**config.mk**
```make
export PLATFORM = sky130hd
export DESIGN_NAME = nn_weight_config_tx
export DESIGN_NICKNAME = d
export VERILOG_FILES = /design/src/rtl/nn_weight_config_tx.sv
export SDC_FILE = /design/constraint.sdc
export NUM_CORES = 1
export LEC_CHECK = 0
export ABC_AREA = 0
export CELL_PAD_IN_SITES_DETAIL_PLACEMENT = 2
export CELL_PAD_IN_SITES_GLOBAL_PLACEMENT = 2
export CORE_MARGIN = 2
export CORE_UTILIZATION = 22
export DETAILED_ROUTE_END_ITERATION = 6
export PLACE_DENSITY = 0.85
export SYNTH_ARGS = -nofsm -noshare
export SYNTH_HDL_FRONTEND = slang
export SYNTH_SLANG_ARGS = --single-unit
```
**constraint.sdc**
```tcl
create_clock -name clk -period 2.2 [get_ports clk]
set_clock_uncertainty 0.05 [all_clocks]
set_input_delay 0.44 -clock clk [delete_from_list [all_inputs] [get_ports clk]]
set_output_delay 0.44 -clock clk [all_outputs]
set_load 0.01 [all_outputs]
```
**src/rtl/nn_weight_config_tx.sv**
```systemverilog
// nn_weight_config_tx: configuration-bus transmitter for the fully connected
// accelerator. Takes a header + payload word stream from the host/DMA side
// and drives the broadcast weight/bias load bus seen by every neuron.
//
// Optional feature macro: NN_WCFG_CHECKSUM_EN
//   When defined, every load is followed by one trailer word that must equal
//   the 32-bit wrap-around sum of the header and all payload words. load_done
//   then pulses one cycle after a matching trailer; a mismatch sets cfg_err.
//
// state  | meaning
// S_HDR  | waiting for a header word; bad headers set cfg_err and are dropped
// S_DATA | forwarding payload words as one-cycle strobes, cnt counts down
// S_TRL  | (checksum builds only) waiting for the trailer word
module nn_weight_config_tx #(
    parameter int NUM_LAYERS  = 4,
    parameter int MAX_NEURONS = 64,
    parameter int MAX_WEIGHTS = 1024,
    parameter int CNT_W       = 15
) (
    input  logic        clk,
    input  logic        rst,
    input  logic [31:0] s_data,
    input  logic        s_valid,
    output logic        s_ready,
    input  logic        pause,
    output logic        weightValid,
    output logic        biasValid,
    output logic [31:0] weightValue,
    output logic [31:0] biasValue,
    output logic [31:0] config_layer_num,
    output logic [31:0] config_neuron_num,
    output logic        load_done,
    output logic        cfg_err
);

    typedef enum logic [1:0] {
        S_HDR  = 2'd0,
`ifdef NN_WCFG_CHECKSUM_EN
        S_TRL  = 2'd2,
`endif
        S_DATA = 2'd1
    } state_t;

    localparam logic [8:0]       LAYER_MAX = 9'(NUM_LAYERS);
    localparam logic [8:0]       NEUR_LIM  = 9'(MAX_NEURONS);
    localparam logic [CNT_W:0]   WMAX      = (CNT_W+1)'(MAX_WEIGHTS);
    localparam logic [CNT_W-1:0] CNT_ONE   = CNT_W'(1);

    state_t           state_q, state_d;
    logic [CNT_W-1:0] cnt_q, cnt_d;
    logic             type_q, type_d;
    logic             wv_q, wv_d;
    logic             bv_q, bv_d;
    logic [31:0]      wval_q, wval_d;
    logic [31:0]      bval_q, bval_d;
    logic [31:0]      layer_q, layer_d;
    logic [31:0]      neuron_q, neuron_d;
    logic             done_q, done_d;
    logic             err_q, err_d;
`ifdef NN_WCFG_CHECKSUM_EN
    logic [31:0]      sum_q, sum_d;
`endif

    logic [7:0]       hdr_layer;
    logic [7:0]       hdr_neuron;
    logic             hdr_type;
    logic [CNT_W-1:0] hdr_cnt;
    logic             hdr_bad;
    logic             accept;

    assign hdr_layer  = s_data[31:24];
    assign hdr_neuron = s_data[23:16];
    assign hdr_type   = s_data[15];
    assign hdr_cnt    = s_data[CNT_W-1:0];

    assign hdr_bad = (hdr_layer == 8'd0)
                   | ({1'b0, hdr_layer} > LAYER_MAX)
                   | ({1'b0, hdr_neuron} >= NEUR_LIM)
                   | (hdr_cnt == '0)
                   | (!hdr_type && ({1'b0, hdr_cnt} > WMAX))
                   | (hdr_type && (hdr_cnt != CNT_ONE));

`ifdef NN_WCFG_CHECKSUM_EN
    assign s_ready = !pause & ((state_q == S_HDR) | (state_q == S_DATA) | (state_q == S_TRL));
`else
    assign s_ready = !pause & ((state_q == S_HDR) | (state_q == S_DATA));
`endif
    assign accept  = s_valid & s_ready;

    // Register state and all bus outputs; synchronous active-high reset.
    always_ff @(posedge clk) begin
        if (rst) begin
            state_q  <= S_HDR;
            cnt_q    <= '0;
            type_q   <= 1'b0;
            wv_q     <= 1'b0;
            bv_q     <= 1'b0;
            wval_q   <= '0;
            bval_q   <= '0;
            layer_q  <= '0;
            neuron_q <= '0;
            done_q   <= 1'b0;
            err_q    <= 1'b0;
`ifdef NN_WCFG_CHECKSUM_EN
            sum_q    <= '0;
`endif
        end else begin
            state_q  <= state_d;
            cnt_q    <= cnt_d;
            type_q   <= type_d;
            wv_q     <= wv_d;
            bv_q     <= bv_d;
            wval_q   <= wval_d;
            bval_q   <= bval_d;
            layer_q  <= layer_d;
            neuron_q <= neuron_d;
            done_q   <= done_d;
            err_q    <= err_d;
`ifdef NN_WCFG_CHECKSUM_EN
            sum_q    <= sum_d;
`endif
        end
    end

    // Next-state, header decode, payload strobes and error/done generation.
    always_comb begin
        state_d  = state_q;
        cnt_d    = cnt_q;
        type_d   = type_q;
        wv_d     = 1'b0;
        bv_d     = 1'b0;
        wval_d   = wval_q;
        bval_d   = bval_q;
        layer_d  = layer_q;
        neuron_d = neuron_q;
        done_d   = 1'b0;
        err_d    = err_q;
`ifdef NN_WCFG_CHECKSUM_EN
        sum_d    = sum_q;
`endif
        case (state_q)
            S_HDR: begin
                if (accept) begin
                    if (hdr_bad) begin
                        err_d = 1'b1;
                    end else begin
                        layer_d  = {24'd0, hdr_layer};
                        neuron_d = {24'd0, hdr_neuron};
                        cnt_d    = hdr_cnt;
                        type_d   = hdr_type;
                        state_d  = S_DATA;
`ifdef NN_WCFG_CHECKSUM_EN
                        sum_d    = s_data;
`endif
                    end
                end
            end
            S_DATA: begin
                if (accept) begin
                    if (type_q) begin
                        bv_d   = 1'b1;
                        bval_d = s_data;
                    end else begin
                        wv_d   = 1'b1;
                        wval_d = s_data;
                    end
                    cnt_d = cnt_q - CNT_ONE;
`ifdef NN_WCFG_CHECKSUM_EN
                    sum_d = sum_q + s_data;
                    if (cnt_q == CNT_ONE) begin
                        state_d = S_TRL;
                    end
`else
                    if (cnt_q == CNT_ONE) begin
                        done_d  = 1'b1;
                        state_d = S_HDR;
                    end
`endif
                end
            end
`ifdef NN_WCFG_CHECKSUM_EN
            S_TRL: begin
                if (accept) begin
                    if (s_data == sum_q) begin
                        done_d = 1'b1;
                    end else begin
                        err_d = 1'b1;
                    end
                    state_d = S_HDR;
                end
            end
`endif
            default: state_d = S_HDR;
        endcase
    end

    assign weightValid       = wv_q;
    assign biasValid         = bv_q;
    assign weightValue       = wval_q;
    assign biasValue         = bval_q;
    assign config_layer_num  = layer_q;
    assign config_neuron_num = neuron_q;
    assign load_done         = done_q;
    assign cfg_err           = err_q;

endmodule

```
==> impl_metrics.toml <==
[pwr]
peakVddDrop_mv = 0.3478
p_leak_nw = 2.539
p_per_area_nw_per_um2 = 581.7

[cells_and_area]
diodes = 0
layout_common_cells = "nand2_1 (146), dfxtp_1 (101), clkdlybuf4s50_1 (101)"
syn2layout_area_growth_pct = 49.52
drive_above_1_share_pct = 15.89
final_common_cell = "nand2_1"
design_area_sq_um = 6589
post-route-util_pct = 33.63
nets = 744

[clock_network]
cts_made_buffers = 9
ctsLongestPathBuffers = 2
root_buffer = "clkbuf_16"
clk_latency_ps = 360
htreeDepth = 3
cts_tree = "yes"
cts.clk_slew.worst_paths_ps = 80
clock_sinks = 101

[synthesis]
syn-instance-count = 546
synthFlopType = "dfxtp_1"
synth_edf_count = 0
synth_seq_area_share_pct = 45.88
ys_warn_count = 0
syn_area_sq_um = 4407
synthArstFlopShare_pct = 0
yosysUniqueCellTypes = 48
avgSynthCellArea_sq_um = 8.071
synth-seq-cells = 101

[place]
gp_congestion = 0.8144
dp_slack_ps = -754.6
dpl_cell_area_sq_um = 6067
port_buffers = 120
dp_hpwl_um = 12320

[global_route]
grt_max_degree = 40
grt_pass1_wl_um = 26610
grt_antenna_before_repair = 0
grt_pass1_vias = 4779
gr-usage-all-layers_pct = 15.94
grt_overflow_total = 0

[floorplan]
coreArea_sq_um = 19590
chipHeight_um = 145.5
dieArea_sq_um = 21180
rows = 51
start_util_pct = 22.49
fp.dieW_um = 145.5
num_io_pins = 169

[timing]
slew_viol_final = 0
rsz0062_at_grt = "yes"
hold_viol_final = 0
holdWs_ps = 367.9
tns_ps = 0
timing.final.crit_period_ps = 2199
fin_crit_sh_pct = 99.96
setup_viol = 0
setup_slack_ps = 0.8880
fmax_mhz = 454.7

[worst_setup_path]
path_class = "in -> reg"
critPathMaxFanout = 11
start_kind = "input pin"
timing.rr.start = "cnt_q[3]"
cp.required_ps = 2440
cp-end-kind = "register"
crit_start = "s_data[0]"
worstPathArrival_ps = 2440

[min_path]
min-delay-start = "s_data[30]"
hold_class = "in -> reg"

[route]
drt_iter0_markers = 159
post-route-drc-count = 0
via_count = 4328
wl_per_cell_um = 17.99
routed_wl_um = 17560
dr.pass1.iters = 4
drtAntennaViolNets = 0
vias_per_cell = 4.434

[run_status]
status = "complete, no violations"

[job]
drv_cap = 0
[layer usage]
| metal | part of all wire (%) | vias up | global-route usage [%] | wire length (um) |
|---|---|---|---|---|
| met1 | 39 | 2124 | 17.04 | 6871 |
| met4 | 2.4 | 0 | 5.098 | 427 |
| met3 | 6.1 | 30 | 5.016 | 1064 |
| li1 | - | 2044 | - | - |
| met2 | 52 | 130 | 29.74 | 9197 |
| met5 | 0 | - | 0 | 0 |
[synthesized netlist by cell type (2+ instances only)]
library cell | count | area (sq um)
nand2_1 | 146 | 548.0
dfxtp_1 | 101 | 2022
a21oi_1 | 72 | 360.4
buf_4 | 49 | 367.9
nor2_1 | 33 | 123.9
clkbuf_1 | 30 | 112.6
mux2i_1 | 12 | 120.1
and2_1 | 8 | 50.05
nand4_1 | 7 | 43.79
a211oi_1 | 6 | 45.04
a31oi_1 | 6 | 37.54
nor2b_1 | 5 | 31.28
nor3_1 | 5 | 25.02
nor4_1 | 5 | 31.28
inv_1 | 4 | 15.01
mux2_2 | 4 | 45.04
nand2b_1 | 4 | 25.02
nand3_1 | 4 | 20.02
a22oi_1 | 3 | 22.52
buf_6 | 3 | 33.78
o21ai_0 | 3 | 15.01
buf_2 | 2 | 10.01
ha_1 | 2 | 25.02
mux2_1 | 2 | 22.52
nor3_2 | 2 | 20.02
nor4b_1 | 2 | 17.52
o21a_1 | 2 | 15.01
o311a_1 | 2 | 20.02
or3_1 | 2 | 12.51
xor2_1 | 2 | 17.52
[power by group]
group / internal [mW] / leakage (nW) / switching [mW]
logic: 0.117 / 1.57 / 0.171
clock network: 0.961 / 0.160 / 0.754
registers: 1.83 / 0.813 / 0.000761
total: 2.91 / 2.54 / 0.926
[what timing repair did]
| item | 4_1_cts | 5_1_grt |
|---|---|---|
| endpoints found under the setup margin | 34 | 33 |
| pin swaps | 12 | 8 |
| setup buffers | 3 | 2 |
| resized for setup | 32 | 16 |
| cloned | 1 | 0 |
| hold buffers | 0 | 0 |
[state kept, by name, summed over array words and instances, names as in the netlist]
register	flops
biasValue	32
weightValue	32
cnt_q	15
config_layer_num	8
config_neuron_num	8
biasValid	1
cfg_err	1
load_done	1
state_q	1
type_q	1
weightValid	1
[stage by stage]
stage               total power, mW  std cells
global placement              2.139        954
global route                  3.978        976
detailed placement            2.143        954
CTS                           3.872        974
floorplan                     2.033        593
finish                        3.833        976
[worst max-delay path: stages]
cell and delay, ps:
dlygate4sd2_1 280, buf_4 160, nor3_2 230, nand3_1 170
mux2i_2 260, buf_4 240, nand3_1 100, buf_4 220
a2bb2oi_1 170, a21oi_1 180
[layout make-up]
class                           instances  area [sq um]
Clock buffer                           11         252.7
Clock inverter                          5         66.31
Fill cell                            2254         13000
Inverter                                4         15.01
Multi-Input combinational cell        405          2186
Sequential cell                       101          2022
Tap cell                              265         331.6
Timing Repair Buffer                  185          1715
[path summary, 6_finish.rpt]
check,endpoint,slack (ps),cells after the start
min,biasValue[30],370,3
max reg2reg,cnt_q[13],20,6
max,cnt_q[6],0.9,10
min reg2reg,biasValue[17],410,2
[logic make-up after synthesis]
| kind of cell | share of synthesized area [%] |
|---|---|
| buf+inv | 12.24 |
| fa+ha+maj | 0.5678 |
| compound gates | 13.06 |
| flops | 45.88 |
| xor+xnor | 0.5964 |
| other cells | 0.08510 |
| mux | 4.259 |
| simple gates | 23.31 |
Note: power is estimated with default switching activity, not from simulation.
